--- config.mk ---
export PLATFORM = sky130hd
export DESIGN_NAME = fwd_conv_1025_1024_1023
export DESIGN_NICKNAME = d
export VERILOG_FILES = /design/src/rtl/fwd_conv_1025_1024_1023.sv
export SDC_FILE = /design/constraint.sdc
export NUM_CORES = 1
export LEC_CHECK = 0
export CAP_MARGIN = 20
export CELL_PAD_IN_SITES_DETAIL_PLACEMENT = 0
export CELL_PAD_IN_SITES_GLOBAL_PLACEMENT = 1
export CORE_MARGIN = 4
export CORE_UTILIZATION = 40
export DETAILED_ROUTE_END_ITERATION = 12
export HOLD_SLACK_MARGIN = 0.05
export PLACE_DENSITY_LB_ADDON = 0.15
export SKIP_LAST_GASP = 1
export SLEW_MARGIN = 20
export SYNTH_ARGS = -nofsm -noshare
export SYNTH_HDL_FRONTEND = slang
export SYNTH_SLANG_ARGS = --single-unit
--- constraint.sdc ---
create_clock -name clk_in -period 5.9 [get_ports clk_in]
set_clock_uncertainty 0.1 [all_clocks]
set_input_delay 0.885 -clock clk_in [delete_from_list [all_inputs] [get_ports clk_in]]
set_output_delay 0.885 -clock clk_in [all_outputs]
set_load 0.01 [all_outputs]
--- src/rtl/fwd_conv_1025_1024_1023.sv ---
// Forward residue converter: X -> (X mod 1025, X mod 1024, X mod 1023) in a
// two-stage valid/ready pipeline, with an optional X >= 1025*1024*1023 flag.
module fwd_conv_1025_1024_1023 #(
    parameter bit RANGE_CHECK = 1'b1
) (
    input  logic        clk_in,
    input  logic        rst_n_in,
    input  logic [29:0] x_in,
    input  logic        in_valid_in,
    output logic        in_ready_out,
    output logic [10:0] r1_out,
    output logic [9:0]  r2_out,
    output logic [9:0]  r3_out,
    output logic        range_err_out,
    output logic        out_valid_out,
    input  logic        out_ready_in
);

    localparam logic [29:0] DYN_RANGE = 30'd1073740800;

    logic        s1_valid;
    logic [9:0]  s1_c;
    logic [11:0] s1_sum3;
    logic [11:0] s1_sum1;
    logic        s1_err;

    logic        s2_valid;
    logic [10:0] s2_r1;
    logic [9:0]  s2_r2;
    logic [9:0]  s2_r3;
    logic        s2_err;

    logic        s2_adv;
    logic        s1_adv;

    logic [9:0]  a_dig;
    logic [9:0]  b_dig;
    logic [9:0]  c_dig;
    logic [11:0] sum3_next;
    logic [11:0] sum1_next;
    logic        err_next;

    logic [10:0] fold_t;
    logic [9:0]  fold_u;
    logic [9:0]  r3_next;
    logic [11:0] r1_wide;
    logic [10:0] r1_next;

    assign s2_adv       = !s2_valid || out_ready_in;
    assign s1_adv       = !s1_valid || s2_adv;
    assign in_ready_out = s1_adv;

    // 2^10 = -1 (mod 1025) and 2^10 = 1 (mod 1023), so the three 10-bit
    // digits fold into one signed and one unsigned digit sum.
    always_comb begin
        a_dig     = x_in[29:20];
        b_dig     = x_in[19:10];
        c_dig     = x_in[9:0];
        sum3_next = {2'b00, a_dig} + {2'b00, b_dig} + {2'b00, c_dig};
        sum1_next = {2'b00, a_dig} + {2'b00, c_dig} + 12'd1025 - {2'b00, b_dig};
        err_next  = RANGE_CHECK ? (x_in >= DYN_RANGE) : 1'b0;
    end

    // End-around-carry folding for 1023; the all-ones pattern aliases zero.
    always_comb begin
        fold_t  = {1'b0, s1_sum3[9:0]} + {9'b0, s1_sum3[11:10]};
        fold_u  = fold_t[9:0] + {9'b0, fold_t[10]};
        r3_next = (fold_u == 10'd1023) ? 10'd0 : fold_u;
    end

    always_comb begin
        if (s1_sum1 >= 12'd2050) begin
            r1_wide = s1_sum1 - 12'd2050;
        end else if (s1_sum1 >= 12'd1025) begin
            r1_wide = s1_sum1 - 12'd1025;
        end else begin
            r1_wide = s1_sum1;
        end
        r1_next = r1_wide[10:0];
    end

    always_ff @(posedge clk_in or negedge rst_n_in) begin
        if (!rst_n_in) begin
            s1_valid <= 1'b0;
            s1_c     <= '0;
            s1_sum3  <= '0;
            s1_sum1  <= '0;
            s1_err   <= 1'b0;
        end else if (s1_adv) begin
            s1_valid <= in_valid_in;
            if (in_valid_in) begin
                s1_c    <= c_dig;
                s1_sum3 <= sum3_next;
                s1_sum1 <= sum1_next;
                s1_err  <= err_next;
            end
        end
    end

    always_ff @(posedge clk_in or negedge rst_n_in) begin
        if (!rst_n_in) begin
            s2_valid <= 1'b0;
            s2_r1    <= '0;
            s2_r2    <= '0;
            s2_r3    <= '0;
            s2_err   <= 1'b0;
        end else if (s2_adv) begin
            s2_valid <= s1_valid;
            if (s1_valid) begin
                s2_r1  <= r1_next;
                s2_r2  <= s1_c;
                s2_r3  <= r3_next;
                s2_err <= s1_err;
            end
        end
    end

    assign out_valid_out = s2_valid;
    assign r1_out        = s2_r1;
    assign r2_out        = s2_r2;
    assign r3_out        = s2_r3;
    assign range_err_out = s2_err;

endmodule
# After elaboration in Yosys (flattened, before gate mapping)
# Index checks and enable logic that the tools add are counted.
dict set report op_classes {
  add_sub_neg 9
  order_cmp 3
  eq_ne 1
  muxes 3
  n_reduce_logical 6
}
# cell n
set op_table {}
lappend op_table {{$ge 30x30->1 const B} 1}
lappend op_table {{$add 10x10->11} 2}
lappend op_table {{$mux 11} 2}
lappend op_table {{$add 11x10->12} 1}
lappend op_table {{$add 11x11->12 const B} 1}
lappend op_table {{$ge 12x11->1 const B} 1}
lappend op_table {{$ge 12x12->1 const B} 1}
lappend op_table {{$sub 12x10->12} 1}
lappend op_table {{$add 10x2->11} 1}
lappend op_table {{$sub 11x11->11 const B} 1}
lappend op_table {{$sub 11x2->11 const B} 1}
lappend op_table {{$add 10x1->10} 1}
lappend op_table {{$eq 10x10->1 const B} 1}
lappend op_table {{$mux 10} 1}
lappend op_table {{$reduce_and 2->1} 2}
lappend op_table {{$logic_not 1->1} 2}
lappend op_table {{$logic_or 1x1->1} 2}
dict set report totals {
  reg_bits 69
  inputBits 34
  elab_cells 32
}

# Logic depth before layout (Yosys ltp)
dict set report logic_depth {
  ltp_word 4
  ltp_mapped 14
  ltp_nobuf 14
}

# Worst setup path before layout
# OpenSTA, ideal clock, no wires.
dict set report synth_timing {
  path_kind {flip-flop to flip-flop}
  start {register s1_sum3[0]}
  end {register s2_r3[0] (netlist: r3_out[0])}
  setup_ns 0.139
  arrival_time_ns 3.371
  slack_ns 2.290
  path_stages_with_launch 15
  path_buffers 0
  period_less_slack_ns 3.610
  cell_sequence {dfrtp_1 > ha_1 > fa_1 > nand4_1 > or3_1 > nor2_1 > ha_1 > ha_1 > mux2_2 > a21oi_1 > or3b_1 > a21boi_1 > o221ai_2 > nor4_4 > nor3_1}
}
dict set report synth_between {
  elab_chain_len 4
}
# element line
set synth_lines {}
lappend synth_lines {{start, declared} 23} ;# logic [11:0] s1_sum3;
lappend synth_lines {{start signal, assigned} 93} ;# s1_sum3 <= sum3_next;
lappend synth_lines {{$add 10x2->11 (*)} 66} ;# fold_t = {1'b0, s1_sum3[9:0]} + {9'b0, s1_sum3[11:10]};
lappend synth_lines {{$add 10x1->10 (*)} 67} ;# fold_u = fold_t[9:0] + {9'b0, fold_t[10]};
lappend synth_lines {{$eq 10x10->1} 68} ;# r3_next = (fold_u == 10'd1023) ? 10'd0 : fold_u;
lappend synth_lines {{$mux 10 (*)} 68}
lappend synth_lines {{end signal, assigned} 112} ;# s2_r3 <= r3_next;
lappend synth_lines {{end, declared} 30} ;# logic [9:0] s2_r3;
# Every way passes the cells marked *; elsewhere a longest branch is shown, timed or not.
# A chain may end at the register's enable or synchronous reset.

# Worst setup path after layout
# Same ends and word-level chain as after synthesis.

==> reports/summary.txt <==
status: finished clean
CTS tree: built
initial core utilization: 41.0%
startpoint type of the worst setup path: flop
reg2reg start: s1_sum3[0]$_DFFE_PN0P_
Worst VDD drop: 137 µV
GRT Util Overall: 16.9%
final WL: 11.7 mm
Die X: 119 µm
Unique masters post-synth: 63
Synth area leaders: dfrtp_1 (35%), fa_1 (8.9%), ha_1 (7.6%), nand2_1 (7.6%), inv_1 (5.2%)
filler cell count: 1178
Root Buffer: clkbuf_16
CTS Sinks: 69
syn_area_per_cell: 8.73 µm²
# resized after CTS: 0
fin crit share: 67.7%
synthesis-stage register bit count: 69
Placeable Area: 12100 µm²
pre-CTS WS: 1.67 ns
Vias: 4017
H-tree Lvls: 3
min Tclk post-route: 3.99 ns
vias in the first global route: 3873
post-synthesis sequential area ratio: 34.9%
crit path kind: flop to flop
postcts setup bufs: 0
total global routing overflow: 0
# nets final: 717
Slew headroom: 58.3%
Synth top area share: 34.9%
PwrDens: 351 nW/µm²
setup_tns: 0 ns
WHS Path Cells: 2
Max Fclk: 250 MHz
setup ws final: 1.91 ns
RePlAce Congestion: 0.916
Max Root-Sink Buffers: 2
Die Span Y: 119 µm
Final Hold Vio Count: 0
EDFF count, synth: 0
TritonRoute pass-1 iters: 4
Finish-stage setup viols: 0
hpwl dp: 9.21 mm
synth warn: 0
number of DRC markers in iteration 0: 185
Critical Path Sink Type: flop
RSZ-0062 raised after global routing: no
Cell Rows: 40
hold path startpoint: s1_c[1]$_DFFE_PN0P_
global-route wire length before repair: 19.3 mm
leakage: 2.79 nW
top post-synthesis cells by count: nand2_1 (100), dfrtp_1 (69), inv_1 (69), o21ai_0 (43), ha_1 (30)
pin count of the biggest net entering global routing: 67
Cell Area, Synth: 4950 µm²
CTS Buf Count: 9
Ports: 68
Synth Flop Type: dfrtp_1
die footprint: 14200 µm²
clk_lat worst skew: 0.33 ns
total nets after synthesis: 653
area leader, netlist: dfrtp_1
Worst-path clk slew: 0.05 ns
Hold Path Class: flop to flop
cell with the most instances after synthesis: nand2_1
ant diodes: 0
Worst setup startpoint: s1_sum3[0]$_DFFE_PN0P_
Crit Path Max Fanout: 7
Worst-Margin Slew: 0.625 ns
P&R area growth vs syn: 23.0%
DR vias/cell: 5.00
Buffers on Ports: 67
hold_buf cts: 0
layout cells sized above 1: 4.56%
antenna-violating nets left: 0
Max Cap Viol: 0
final max-slew violation count: 0
CP required: 5.99 ns
Syn Inst Count: 567
Reg2Reg Depth: 14
drt drc: 0
initial antenna violation count: 0
Crit path arrival time: 4.08 ns
ys async rst share: 100%
Routed wire per std cell: 14.5 µm
through the flow:
| stage | hold slack, ns | area, µm² | power [W] | util (%) | instances |
|---|---|---|---|---|---|
| final | 0.369 | 6090 | 0.00214 | 50.5 | 804 |
| after global routing | 0.395 | 6090 | 0.00231 | 50.5 | 804 |
| after CTS | 0.370 | 6080 | 0.00217 | 50.4 | 804 |
| after detailed placement | 0.360 | 5780 | 0.00161 | 47.9 | 788 |
| after global placement | 0.353 | 5780 | 0.00159 | 47.9 | 788 |
| after floorplan | 0.339 | 4950 | 0.00127 | - | 567 |
power by group:
group | internal [W] | total (W) | switching, W
clock | 0.000350 | 0.000544 | 0.000194
combinational | 0.000415 | 0.000857 | 0.000443
sequential | 0.000611 | 0.000738 | 0.000127
total | 0.00138 | 0.00214 | 0.000763
critical path, stage by stage, from the launching register on:
cell	delay, ns
dfrtp_1	0.39
ha_1	0.25
fa_1	0.50
nand4_1	0.20
or3_1	0.17
nor2_1	0.06
ha_1	0.22
ha_1	0.25
mux2_2	0.28
a21oi_1	0.17
or3b_1	0.35
a21boi_1	0.16
o221ai_2	0.16
nor4_4	0.47
nor3_1	0.11
final cells by class:
cell class	count	area, µm²	share of cell area (%)
clock inverter	3	43.8	0.719
sequential	69	1730	28.4
inverter	69	259	4.25
timing repair buffer	70	688	11.3
tap	168	210	3.45
clock buffer	13	260	4.28
multi-input combinational	412	2900	47.6
cell usage in the layout, fill, tap and decap left out, types with 8 or more instances in the layout:
| cell type | count |
|---|---|
| clkdlybuf4s50_1 | 66 |
| xor2_1 | 13 |
| nand3_1 | 9 |
| o21ai_0 | 43 |
| nand4_1 | 8 |
| clkbuf_16 | 9 |
| nor2_1 | 27 |
| nand2_1 | 99 |
| o31ai_1 | 8 |
| nor3_1 | 13 |
| a21oi_1 | 19 |
| nand2b_1 | 8 |
| ha_1 | 30 |
| xnor2_1 | 19 |
| dfrtp_1 | 69 |
| inv_1 | 69 |
| fa_1 | 22 |
worst paths after layout:
| check | end | slack, ns |
|---|---|---|
| setup / recovery | r3_out[0]$_DFFE_PN0P_ | 1.91 |
| hold / removal | r2_out[1]$_DFFE_PN0P_ | 0.37 |
| setup reg to reg | r3_out[0]$_DFFE_PN0P_ | 1.91 |
| hold reg to reg | r2_out[1]$_DFFE_PN0P_ | 0.37 |
| max in group asynchronous | r2_out[2]$_DFFE_PN0P_ | 4.29 |
| min in group asynchronous | r1_out[4]$_DFFE_PN0P_ | 0.43 |
sequential cells by signal (all words and copies together) (netlist names):
name           flops
r2_out            10
s1_c              10
r1_out            11
r3_out            10
out_valid_out      1
s1_err             1
s1_sum3           12
range_err_out      1
s1_valid           1
s1_sum1           12
cell families (layout without fill, tap and decap cells):
kind of cell	after synthesis	in the layout	synth area share, %
and+or+nand+nor	204	204	19.7
xor gates and xnor gates	32	32	5.67
adders and majority gates	52	52	16.5
buffers and inverters	86	155	6.65
DFF	69	69	34.9
muxes	5	5	1.06
AOI/OAI and AO/OA	119	119	15.5
layer usage:
layer  global-route usage, %  vias to the layer above  share of wire, %
met2                    25.1                      103                44
li1                        -                     2042                 -
met3                    3.47                       15               4.4
met4                    5.87                        0               2.0
met5                       0                        -                 0
met1                    24.4                     1857                50
Note: power is estimated with default switching activity, not from simulation.
